File: src/rtl/fwd_stall_ctrl.sv
// fwd_stall_ctrl
// Pipeline hazard unit for a five-stage core. It chooses the bypass source
// for both decode operands and both execute operands, raises a stall when a
// decode operand would be needed before its producer can supply it, and
// keeps the multiply/divide unit busy for a fixed latency.
//
// Ports
//   clk, reset                  clock; synchronous active-high reset
//   rs_D, rt_D                  decode source registers
//   tuse_rs_D, tuse_rt_D        cycles until decode needs each source
//                               (all-ones = never used)
//   rs_E, rt_E                  execute source registers
//   dst_E, dst_M, dst_W         destination register per stage (0 = none)
//   tnew_E, tnew_M              cycles until that stage's result exists
//   md_start_E, md_div_E        MDU issue from execute; divide qualifier
//   md_use_D                    decode touches HI/LO or starts the MDU
//   fwd_rs_D, fwd_rt_D          decode bypass: 0 regfile, 1 M, 2 W, 3 E
//   fwd_rs_E, fwd_rt_E          execute bypass: 0 pipe, 1 M, 2 W
//   stall                       freeze PC and IF/ID, bubble ID/EX
//   md_busy                     MDU countdown is non-zero
//   stall_cnt                   saturating count of stalled cycles
module fwd_stall_ctrl #(
  parameter int REG_AW  = 5,
  parameter int TW      = 2,
  parameter int LAT_MUL = 5,
  parameter int LAT_DIV = 10,
  parameter int CNT_W   = 16
) (
  input  logic              clk,
  input  logic              reset,
  input  logic [REG_AW-1:0] rs_D,
  input  logic [REG_AW-1:0] rt_D,
  input  logic [TW-1:0]     tuse_rs_D,
  input  logic [TW-1:0]     tuse_rt_D,
  input  logic [REG_AW-1:0] rs_E,
  input  logic [REG_AW-1:0] rt_E,
  input  logic [REG_AW-1:0] dst_E,
  input  logic [REG_AW-1:0] dst_M,
  input  logic [REG_AW-1:0] dst_W,
  input  logic [TW-1:0]     tnew_E,
  input  logic [TW-1:0]     tnew_M,
  input  logic              md_start_E,
  input  logic              md_div_E,
  input  logic              md_use_D,
  output logic [1:0]        fwd_rs_D,
  output logic [1:0]        fwd_rt_D,
  output logic [1:0]        fwd_rs_E,
  output logic [1:0]        fwd_rt_E,
  output logic              stall,
  output logic              md_busy,
  output logic [CNT_W-1:0]  stall_cnt
);

  localparam int MDW = $clog2(LAT_DIV + 1);
  localparam logic [MDW-1:0] MUL_LOAD = MDW'(LAT_MUL);
  localparam logic [MDW-1:0] DIV_LOAD = MDW'(LAT_DIV);

  localparam logic [1:0] SEL_RF = 2'd0;
  localparam logic [1:0] SEL_M  = 2'd1;
  localparam logic [1:0] SEL_W  = 2'd2;
  localparam logic [1:0] SEL_E  = 2'd3;

  // Operand index 0 = rs, 1 = rt for both stages.
  logic [REG_AW-1:0] src_d [2];
  logic [TW-1:0]     tuse_d [2];
  logic [REG_AW-1:0] src_e [2];
  logic [1:0]        fwd_d [2];
  logic [1:0]        fwd_e [2];
  logic [1:0]        hazard_d;

  assign src_d[0]  = rs_D;
  assign src_d[1]  = rt_D;
  assign tuse_d[0] = tuse_rs_D;
  assign tuse_d[1] = tuse_rt_D;
  assign src_e[0]  = rs_E;
  assign src_e[1]  = rt_E;

  // Results that already exist in their stage can be bypassed.
  logic e_ready;
  logic m_ready;
  assign e_ready = (tnew_E == '0);
  assign m_ready = (tnew_M == '0);

  genvar gi;
  generate
    for (gi = 0; gi < 2; gi++) begin : g_src
      logic hit_e_d, hit_m_d, hit_w_d;
      logic hit_m_e, hit_w_e;

      // Register 0 never matches: it is never written.
      assign hit_e_d = (dst_E != '0) && (src_d[gi] == dst_E);
      assign hit_m_d = (dst_M != '0) && (src_d[gi] == dst_M);
      assign hit_w_d = (dst_W != '0) && (src_d[gi] == dst_W);
      assign hit_m_e = (dst_M != '0) && (src_e[gi] == dst_M);
      assign hit_w_e = (dst_W != '0) && (src_e[gi] == dst_W);

      // A not-yet-ready value in a stage is only a problem if decode needs
      // the operand sooner than it will appear. The W stage is always ready.
      assign hazard_d[gi] = (hit_e_d && (tuse_d[gi] < tnew_E)) ||
                            (hit_m_d && (tuse_d[gi] < tnew_M));

      // Nearest producer wins. If that producer is not ready yet, older
      // copies further down the pipe are stale, so select the regfile and
      // let the stall (or a later cycle) cover it.
      assign fwd_d[gi] = hit_e_d ? (e_ready ? SEL_E : SEL_RF) :
                         hit_m_d ? (m_ready ? SEL_M : SEL_RF) :
                         hit_w_d ? SEL_W : SEL_RF;

      assign fwd_e[gi] = (hit_m_e && m_ready) ? SEL_M :
                         hit_w_e              ? SEL_W : SEL_RF;
    end
  endgenerate

  assign fwd_rs_D = fwd_d[0];
  assign fwd_rt_D = fwd_d[1];
  assign fwd_rs_E = fwd_e[0];
  assign fwd_rt_E = fwd_e[1];

  // MDU countdown. A start while already counting is dropped.
  logic [MDW-1:0] md_cnt_reg;
  logic [MDW-1:0] md_cnt_next;

  always_comb begin
    md_cnt_next = md_cnt_reg;
    if (md_start_E && (md_cnt_reg == '0)) begin
      md_cnt_next = md_div_E ? DIV_LOAD : MUL_LOAD;
    end else if (md_cnt_reg != '0) begin
      md_cnt_next = md_cnt_reg - 1'b1;
    end
  end

  assign md_busy = (md_cnt_reg != '0);

  // HI/LO users wait both for a running operation and for one issuing now.
  assign stall = (|hazard_d) || (md_use_D && (md_busy || md_start_E));

  // Stall counter saturates at all-ones.
  logic [CNT_W-1:0] stall_cnt_reg;
  logic [CNT_W-1:0] stall_cnt_next;

  always_comb begin
    stall_cnt_next = stall_cnt_reg;
    if (stall && (stall_cnt_reg != '1)) begin
      stall_cnt_next = stall_cnt_reg + 1'b1;
    end
  end

  always_ff @(posedge clk) begin
    if (reset) begin
      md_cnt_reg    <= '0;
      stall_cnt_reg <= '0;
    end else begin
      md_cnt_reg    <= md_cnt_next;
      stall_cnt_reg <= stall_cnt_next;
    end
  end

  assign stall_cnt = stall_cnt_reg;

endmodule

File: config.mk
export PLATFORM = sky130hd
export DESIGN_NAME = fwd_stall_ctrl
export DESIGN_NICKNAME = d
export VERILOG_FILES = /design/src/rtl/fwd_stall_ctrl.sv
export SDC_FILE = /design/constraint.sdc
export NUM_CORES = 1
export LEC_CHECK = 0
export BUFFER_PORTS_ARGS = -buffer_cell sky130_fd_sc_hd__buf_2
export CORE_MARGIN = 3
export CORE_UTILIZATION = 51
export DETAILED_ROUTE_END_ITERATION = 10
export GPL_TIMING_DRIVEN = 0
export PLACE_DENSITY_LB_ADDON = 0.1
export SKIP_CTS_REPAIR_TIMING = 1
export SLEW_MARGIN = 10
export SYNTH_ARGS = -nofsm -noshare
export SYNTH_HDL_FRONTEND = slang
export SYNTH_SLANG_ARGS = --single-unit
export TNS_END_PERCENT = 30
File: constraint.sdc
create_clock -name clk -period 7.15 [get_ports clk]
set_input_delay 0 -clock clk [delete_from_list [all_inputs] [get_ports clk]]
set_output_delay 0 -clock clk [all_outputs]
set_load 0.005 [all_outputs]
# Yosys cells after proc, flatten, opt, wreduce, memory -nomap -nowiden
# Index checks and enable logic that the tools add are counted.
[word_totals]
n_memories = 0
romBits = 0
input_bits = 48
word_cells = 66
latchBits = 0
output_inout_bits = 26
mem_bits_rw = 0
ff_bits = 20
[classes]
n_lt_le_gt_ge = 4
eq_ne = 11
reduce_logical = 32
addsub = 2
multipliers = 0
bitwise_logic = 0
div = 0
n_shift = 0
mux = 15
[ops]
columns = ["operator", "n"]
rows = [
  ["equality test 5 bit", 10],
  ["2-to-1 mux 2 bit", 11],
  ["logical AND 1 bit", 19],
  ["adder 16 x 1 -> 16 bit (second input constant)", 1],
  ["!= test 16 bit (second input constant)", 1],
  ["nonzero test 5 bit", 3],
  ["2-to-1 mux 4 bit", 3],
  ["< comparator 2 bit", 4],
  ["logical NOT 2 bit", 2],
  ["logical NOT 4 bit", 1],
  ["logical OR 1 bit", 4],
  ["nonzero test 4 bit", 1],
  ["subtractor 4 x 1 -> 4 bit (second input constant)", 1],
  ["nonzero test 2 bit", 1],
  ["OR reduction 2 bit", 1],
  ["2-to-1 mux 1 bit", 1],
]

# Logic depth before layout (Yosys ltp)
# Gate-level depths: netlist (run 1).
[depth]
ltp_word = 7
mapped_depth = 10
ltp_nobuf = 8

# Least setup slack after synthesis (run 1)
# No wires, ideal clock.
[synth_timing]
path_kind = "register -> register"
start = "reg md_cnt_reg[0]"
end = "reg stall_cnt_reg[6] (netlist: stall_cnt[6])"
setup_time_ps = 121
t_arrival_ps = 2348
synth_period_minus_slack_ps = 2470
n_path_buf = 2
path_stages_with_launch = 11
setup_slack_ps = 4680
required_time_ps = 7029
path_cell_list = "dfxtp_1 -> inv_1 -> ha_1 -> or3b_1 -> clkbuf_1 -> o21a_1 -> a31o_1 -> nor4b_4 -> buf_6 -> nor3_1 -> mux2_4"
[synth_via]
elab_chain_len = 5
[synth_rtl]
columns = ["item", "line_no", "source"]
rows = [
  ["from (decl)", "120", "logic [MDW-1:0] md_cnt_reg;"],
  ["from (signal assigned)", "153", "md_cnt_reg <= md_cnt_next;"],
  ["nonzero test 4 bit", "132", "assign md_busy = (md_cnt_reg != '0);"],
  ["named net md_busy", "50", "output logic md_busy,"],
  ["logical OR 1 bit", "135", "assign stall = (|hazard_d) || (md_use_D && (md_busy || md_start_E));"],
  ["logical AND 1 bit", "135", ""],
  ["logical OR 1 bit", "135", ""],
  ["logical AND 1 bit", "143", "if (stall && (stall_cnt_reg != '1)) begin"],
  ["to (signal assigned)", "154", "stall_cnt_reg <= stall_cnt_next;"],
  ["to (decl)", "138", "logic [CNT_W-1:0] stall_cnt_reg;"],
]
# The timed path passes the listed nets, and every way through them passes these cells.
# A chain may end at the register's enable or synchronous reset.

# Final worst setup path (run 1)
[layout_timing]
start = "reg md_cnt_reg[0]"
end = "out stall"
[layout_via]
elab_chain_len = 4
[layout_rtl]
columns = ["item", "line_no", "source"]
rows = [
  ["nonzero test 4 bit", "132", ""],
  ["logical OR 1 bit", "135", ""],
  ["logical AND 1 bit", "135", ""],
  ["logical OR 1 bit", "135", ""],
  ["to (decl)", "49", "output logic stall,"],
]
# Every way passes these cells.

==> results of run 1 <==
-- power by group through the flow --
stage	registers, µW	logic [µW]	clock network, µW
2_1_floorplan	134	111	0
3_3_place_gp	136	155	0
3_5_place_dp	137	159	0
4_1_cts	134	160	89.0
5_1_grt	136	179	93.5
6_report	134	159	87.6
-- how the worst max path moves through the flow --
stage	slack [ns]	endpoint
after floorplan	4.68	stall_cnt[6]$_SDFFE_PP0P_
after global placement	4.43	stall_cnt[6]$_SDFFE_PP0P_
after detailed placement	4.42	stall_cnt[6]$_SDFFE_PP0P_
after CTS	4.34	stall
after global routing	4.16	stall
final	4.36	stall
-- worst reg2reg max path, stage by stage, from the launching register on --
cell and delay [ns]:
dfxtp_1 0.34, inv_1 0.08, ha_1 0.16, or3b_1 0.34, clkbuf_1 0.18, o21a_1 0.21, a31o_1 0.21, nor4b_4 0.51
buf_6 0.21, nor3_1 0.07, mux2_4 0.31
-- synth_stat cells, types with 6 or more instances --
| cell type | number |
|---|---|
| a21oi_1 | 18 |
| nor4_1 | 8 |
| o21ai_0 | 15 |
| clkbuf_1 | 13 |
| nand2b_1 | 6 |
| nand3_1 | 11 |
| nor2_1 | 13 |
| inv_1 | 6 |
| nor3_1 | 8 |
| or4_1 | 10 |
| nor2b_1 | 6 |
| dfxtp_1 | 20 |
| xnor2_1 | 19 |
| or3_1 | 7 |
| nand2_1 | 11 |
| xor2_1 | 32 |
| ha_1 | 7 |
-- metrics by stage --
step | area, µm² | setup slack [ns] | hold WS (ns) | util, % | power, µW
final | 2360 | 4.36 | 0.111 | 67.7 | 380
after global routing | 2360 | 4.16 | 0.128 | 67.7 | 408
after CTS | 2360 | 4.34 | 0.113 | 67.7 | 383
after detailed placement | 2310 | 4.42 | 0.392 | 66.1 | 296
after global placement | 2310 | 4.43 | 0.387 | 66.1 | 291
after floorplan | 1940 | 4.68 | 0.149 | - | 245
-- layer usage --
layer / vias up / global-route usage [%]
met5: - / 0
met1: 866 / 31.1
li1: 1022 / -
met3: 4 / 3.99
met4: 0 / 1.77
met2: 61 / 34.1
-- area by class of cell --
type	count	share of cell area, %
inverters	6	0.952
clock buffers	4	2.33
well taps	46	2.43
plain buffers	18	3.23
flip-flops and latches	20	16.9
repair buffers	63	13.3
multi-input cells	205	60.8
-- cell families (layout without fill, tap and decap cells) --
group | Yosys count | in the layout | synth area share (%)
AO/OA/AOI/OAI | 43 | 43 | 12.6
XOR/XNOR | 51 | 51 | 23.1
adder cells (fa/ha/maj) | 7 | 7 | 4.52
buffers and inverters | 24 | 91 | 5.10
flip-flops | 20 | 20 | 20.7
multiplexers | 5 | 5 | 3.29
AND/OR/NAND/NOR | 99 | 99 | 30.8
==> results.json, run 1 <==
{
  "max_slew_margin_pct": 64.4,
  "ys_types": 42,
  "cts-root-buf": "clkbuf_8",
  "nets": 372,
  "slew_viol_final": 0,
  "n_fill_cell": 321,
  "comb_power_share_pct": 41.7,
  "drive_above_1_share_pct": 25.0,
  "multiInputGateArea_mm2": 0.00144,
  "leakagePower_uw": 0.00101,
  "peakVddDrop_uv": 121,
  "diodes": 0,
  "antenna_left": 0,
  "gp_routability_congestion": 0.855,
  "pin_count": 74,
  "rows": 21,
  "dp_cells": 358,
  "final_cell_mix": "buf_2 (64), xor2_1 (32), dfxtp_1 (20), xnor2_1 (19), a21oi_1 (18)",
  "synth_cells": 249,
  "power_density_mw_per_mm2": 161,
  "hold_depth": 4,
  "yosys_warnings": 0,
  "min_period_ns": 2.79,
  "rsz0062_at_grt": "false",
  "r2r_start": "md_cnt_reg[0]$_SDFFE_PP0P_",
  "cts_max_level": 1,
  "fin_tns_setup_ns": 0,
  "area_delta_synth_final_pct": 22.1,
  "crit_slowest_cell": "nor4b_4",
  "cts.clk_slew.worst_paths_ns": 0.08,
  "dieArea_mm2": 0.00457,
  "worst_r2r_path_depth": 10,
  "layout_commonest_cell": "buf_2",
  "track_usage_pct": 21.5,
  "critPathTopFamily": "simple AND/OR/NAND/NOR gates",
  "seqPwrFrac_pct": 35.2,
  "path_cells": "inv_1, ha_1, or3b_1, clkbuf_1, o21a_1, a31o_1, nor4b_4, buf_2, inv_1, buf_2",
  "top_layer": "met4",
  "synth_top_area_share_pct": 20.7,
  "crit_cells": 10,
  "status": "finished clean",
  "core_mm2": 0.00349,
  "arrival_ns": 2.79,
  "skew_ns": 0.00342,
  "fmax_ghz": 0.358,
  "numCtsBuffers": 3,
  "place_hpwl_um": 3880,
  "hp-class": "input pin to flop",
  "ys_seq_area_share_pct": 20.7,
  "reg2reg_slack_ns": 4.40,
  "crit_type": "flop to primary output",
  "min_period_over_period_pct": 39.1,
  "synth_top_area_cell": "dfxtp_1",
  "met1_length_um": 2460,
  "cap_violations": 0,
  "critical_path.max_fanout": 10,
  "tightest_slew_ns": 0.526,
  "grt_antenna_before_repair": 0,
  "critPathMaxStageDelay_ns": 0.51,
  "wl_met2_um": 2040,
  "fin_cells": 362,
  "syn_avg_cell_area_um2": 7.78,
  "synth_area_leaders": "dfxtp_1 (21%), xor2_1 (14%), xnor2_1 (8.6%)",
  "cts.sinks": 20,
  "drc_errors": 0,
  "synthArstFlopShare_pct": 0,
  "drt_pre_antenna_iters": 4,
  "cts_tree": "built",
  "hold_end": "md_cnt_reg[3]$_SDFFE_PP0P_",
  "worstHoldStart": "md_div_E",
  "crit_path_start_kind": "flop",
  "endpoint_kind": "primary output",
  "overflow": 0,
  "syn-cell-area_mm2": 0.00194,
  "initial_core_util_pct": 55.4,
  "grt_pass1_vias": 1733,
  "largest_reg_flops": 16,
  "timing.final.setup_violations": 0,
  "io_buffers": 63,
  "seqCellArea_um2": 400,
  "pwr-share-clk_pct": 23.0,
  "cp.required_ns": 7.15,
  "wl_met3_um": 312,
  "switching_power_uw": 133,
  "die_h_um": 67.6,
  "cp_num_buf_inv": 5,
  "worstReg2RegEnd": "stall_cnt[6]$_SDFFE_PP0P_",
  "synth_nets": 304,
  "synth_edf_count": 0,
  "ys.flop_type": "dfxtp_1",
  "swShare_pct": 34.9,
  "vias_per_cell": 5.40,
  "die_w_um": 67.6,
  "wl_per_cell_um": 13.3,
  "grt_pass1_wl_um": 7760,
  "hold_viol_final": 0,
  "internal-power_uw": 248,
  "grt_max_degree": 12,
  "route.vias.total": 1953,
  "first_iter_violations": 72,
  "finalWirelength_um": 4820,
  "clock_latency_ns": 0.26,
  "ys_seq_elements": 20,
  "startpoint": "md_cnt_reg[0]$_SDFFE_PP0P_",
  "cts_buffer_depth": 2
}
Power figures use the tool's default switching activity.
==> inputs of run 2 (changes only) <==
--- a/config.mk
+++ b/config.mk
@@ -7,7 +7,7 @@
 export LEC_CHECK = 0
 export BUFFER_PORTS_ARGS = -buffer_cell sky130_fd_sc_hd__buf_2
 export CORE_MARGIN = 3
-export CORE_UTILIZATION = 51
+export CORE_UTILIZATION = 45
 export DETAILED_ROUTE_END_ITERATION = 10
 export GPL_TIMING_DRIVEN = 0
 export PLACE_DENSITY_LB_ADDON = 0.1
==> constraint.sdc (replaced) <==
create_clock -name clk -period 2.5 [get_ports clk]
set_input_delay 0 -clock clk [delete_from_list [all_inputs] [get_ports clk]]
set_output_delay 0 -clock clk [all_outputs]
set_load 0.005 [all_outputs]
==> results.json, run 2 (synthesized netlist as in run 1, its figures left out) <==
{
  "use_met3_pct": 0.982,
  "gr-max-usage-layer": "met2",
  "cts.sinks": 20,
  "route.vias.total": 1996,
  "r2r_start": "md_cnt_reg[1]$_SDFFE_PP0P_",
  "clock_latency_ns": 0.26,
  "endpoint": "stall_cnt[10]$_SDFFE_PP0P_",
  "vias_per_cell": 5.41,
  "grt_pass1_vias": 1805,
  "skew_ns": 0.00553,
  "layout_commonest_cell": "buf_2",
  "fmax_ghz": 0.415,
  "drt_pre_antenna_iters": 4,
  "wl_per_cell_um": 12.9,
  "grt_pass1_wl_um": 7890,
  "first_iter_violations": 128,
  "drc_errors": 0,
  "core_mm2": 0.00409,
  "cts_tree": "built",
  "initial_core_util_pct": 47.4,
  "cts-root-buf": "clkbuf_8",
  "startpoint": "md_cnt_reg[1]$_SDFFE_PP0P_",
  "worst_r2r_path_depth": 9,
  "total_power_uw": 1130,
  "worstHoldStart": "reset",
  "cts_buffer_depth": 2,
  "endpoint_kind": "flop",
  "fin_ws_ns": 0.0893,
  "status": "finished clean",
  "rows": 23,
  "rsz0062_at_grt": "true",
  "largest_reg_flops": 16,
  "track_usage_pct": 18.3,
  "nets": 375,
  "tightest_slew_ns": 0.548,
  "drive_above_1_share_pct": 27.3,
  "antenna_left": 0,
  "worstReg2RegEnd": "stall_cnt[10]$_SDFFE_PP0P_",
  "hold_depth": 3,
  "hp-class": "input pin to flop",
  "place_hpwl_um": 3870,
  "io_buffers": 63,
  "critical_path.max_fanout": 7,
  "gp_routability_congestion": 0.800,
  "numCtsBuffers": 3,
  "peakVddDrop_uv": 216,
  "diodes": 0,
  "leakagePower_uw": 0.00103,
  "grt_max_degree": 12,
  "min_period_ns": 2.41,
  "finalWirelength_um": 4770,
  "die_h_um": 71.6,
  "min_period_over_period_pct": 96.4,
  "crit_path_start_kind": "flop",
  "cts_max_level": 1,
  "pre_cts_ws_ns": -0.257,
  "reg2reg_slack_ns": 0.09,
  "cap_violations": 0,
  "dieArea_mm2": 0.00513,
  "max_slew_margin_pct": 62.9,
  "slew_viol_final": 0,
  "final_cell_mix": "buf_2 (64), xor2_1 (32), xnor2_1 (19), dfxtp_1 (19), a21oi_1 (18)",
  "area_delta_synth_final_pct": 24.0,
  "cp.required_ns": 2.65,
  "timing.final.setup_violations": 0,
  "utilization_pct": 58.8,
  "overflow": 0,
  "hold_viol_final": 0,
  "grtUsageMet1_pct": 24.5,
  "power_density_mw_per_mm2": 469,
  "use_met2_pct": 32.3,
  "crit_type": "flop to flop",
  "grt_antenna_before_repair": 0,
  "die_w_um": 71.6,
  "timing.hold.ws_ns": 0.121,
  "arrival_ns": 2.56,
  "pin_count": 74,
  "cts.clk_slew.worst_paths_ns": 0.08
}
[run 2: cell count changes in the layout (fill, tap and decap cells not counted), sizes merged]
cell and change:
buf +4, clkbuf -1
[run 2: area by class of cell]
type	instances	area (µm²)
sequential	20	402
inverter	6	22.5
buffer	17	73.8
timing repair buffer	67	345
tap	50	62.6
fill	394	1690
clock buffer	4	55.1
multi-input combinational	205	1440
[run 2: metal layers]
layer | vias up | routed length (µm)
li1 | 1028 | -
met4 | 0 | 41
met2 | 54 | 2310
met3 | 4 | 228
met1 | 910 | 2190
met5 | - | 0
[run 2: per-stage QoR]
step / cells / cell area [µm²] / setup TNS [ns]
after global routing: 369 / 2400 / -0.00710
after global placement: 362 / 2310 / -1.79
after CTS: 366 / 2370 / -3.19
after floorplan: 249 / 1940 / 0
after detailed placement: 362 / 2310 / -2.57
final: 369 / 2400 / 0
[run 2: report_power, final]
group	leakage, µW	internal [µW]	switching (µW)
Clock	0.0000288	140	108
Combinational	0.000837	246	245
Sequential	0.000163	356	31.0
[run 2: worst max-delay path, cell delays in order, from the launching register on]
cell     delay [ns]
dfxtp_1        0.31
inv_1          0.09
ha_1           0.17
or3b_4         0.42
o21a_1         0.19
a31o_1         0.21
nor4b_4        0.25
buf_4          0.20
and3b_1        0.20
mux2_4         0.29
[run 2: how the worst min path moves through the flow]
stage,to,slack (ns)
after CTS,stall_cnt[11]$_SDFFE_PP0P_,0.13
after global placement,stall_cnt[11]$_SDFFE_PP0P_,0.38
after detailed placement,stall_cnt[11]$_SDFFE_PP0P_,0.39
final,stall_cnt[11]$_SDFFE_PP0P_,0.12
after floorplan,fwd_rs_E[0],0.15
after global routing,stall_cnt[11]$_SDFFE_PP0P_,0.14
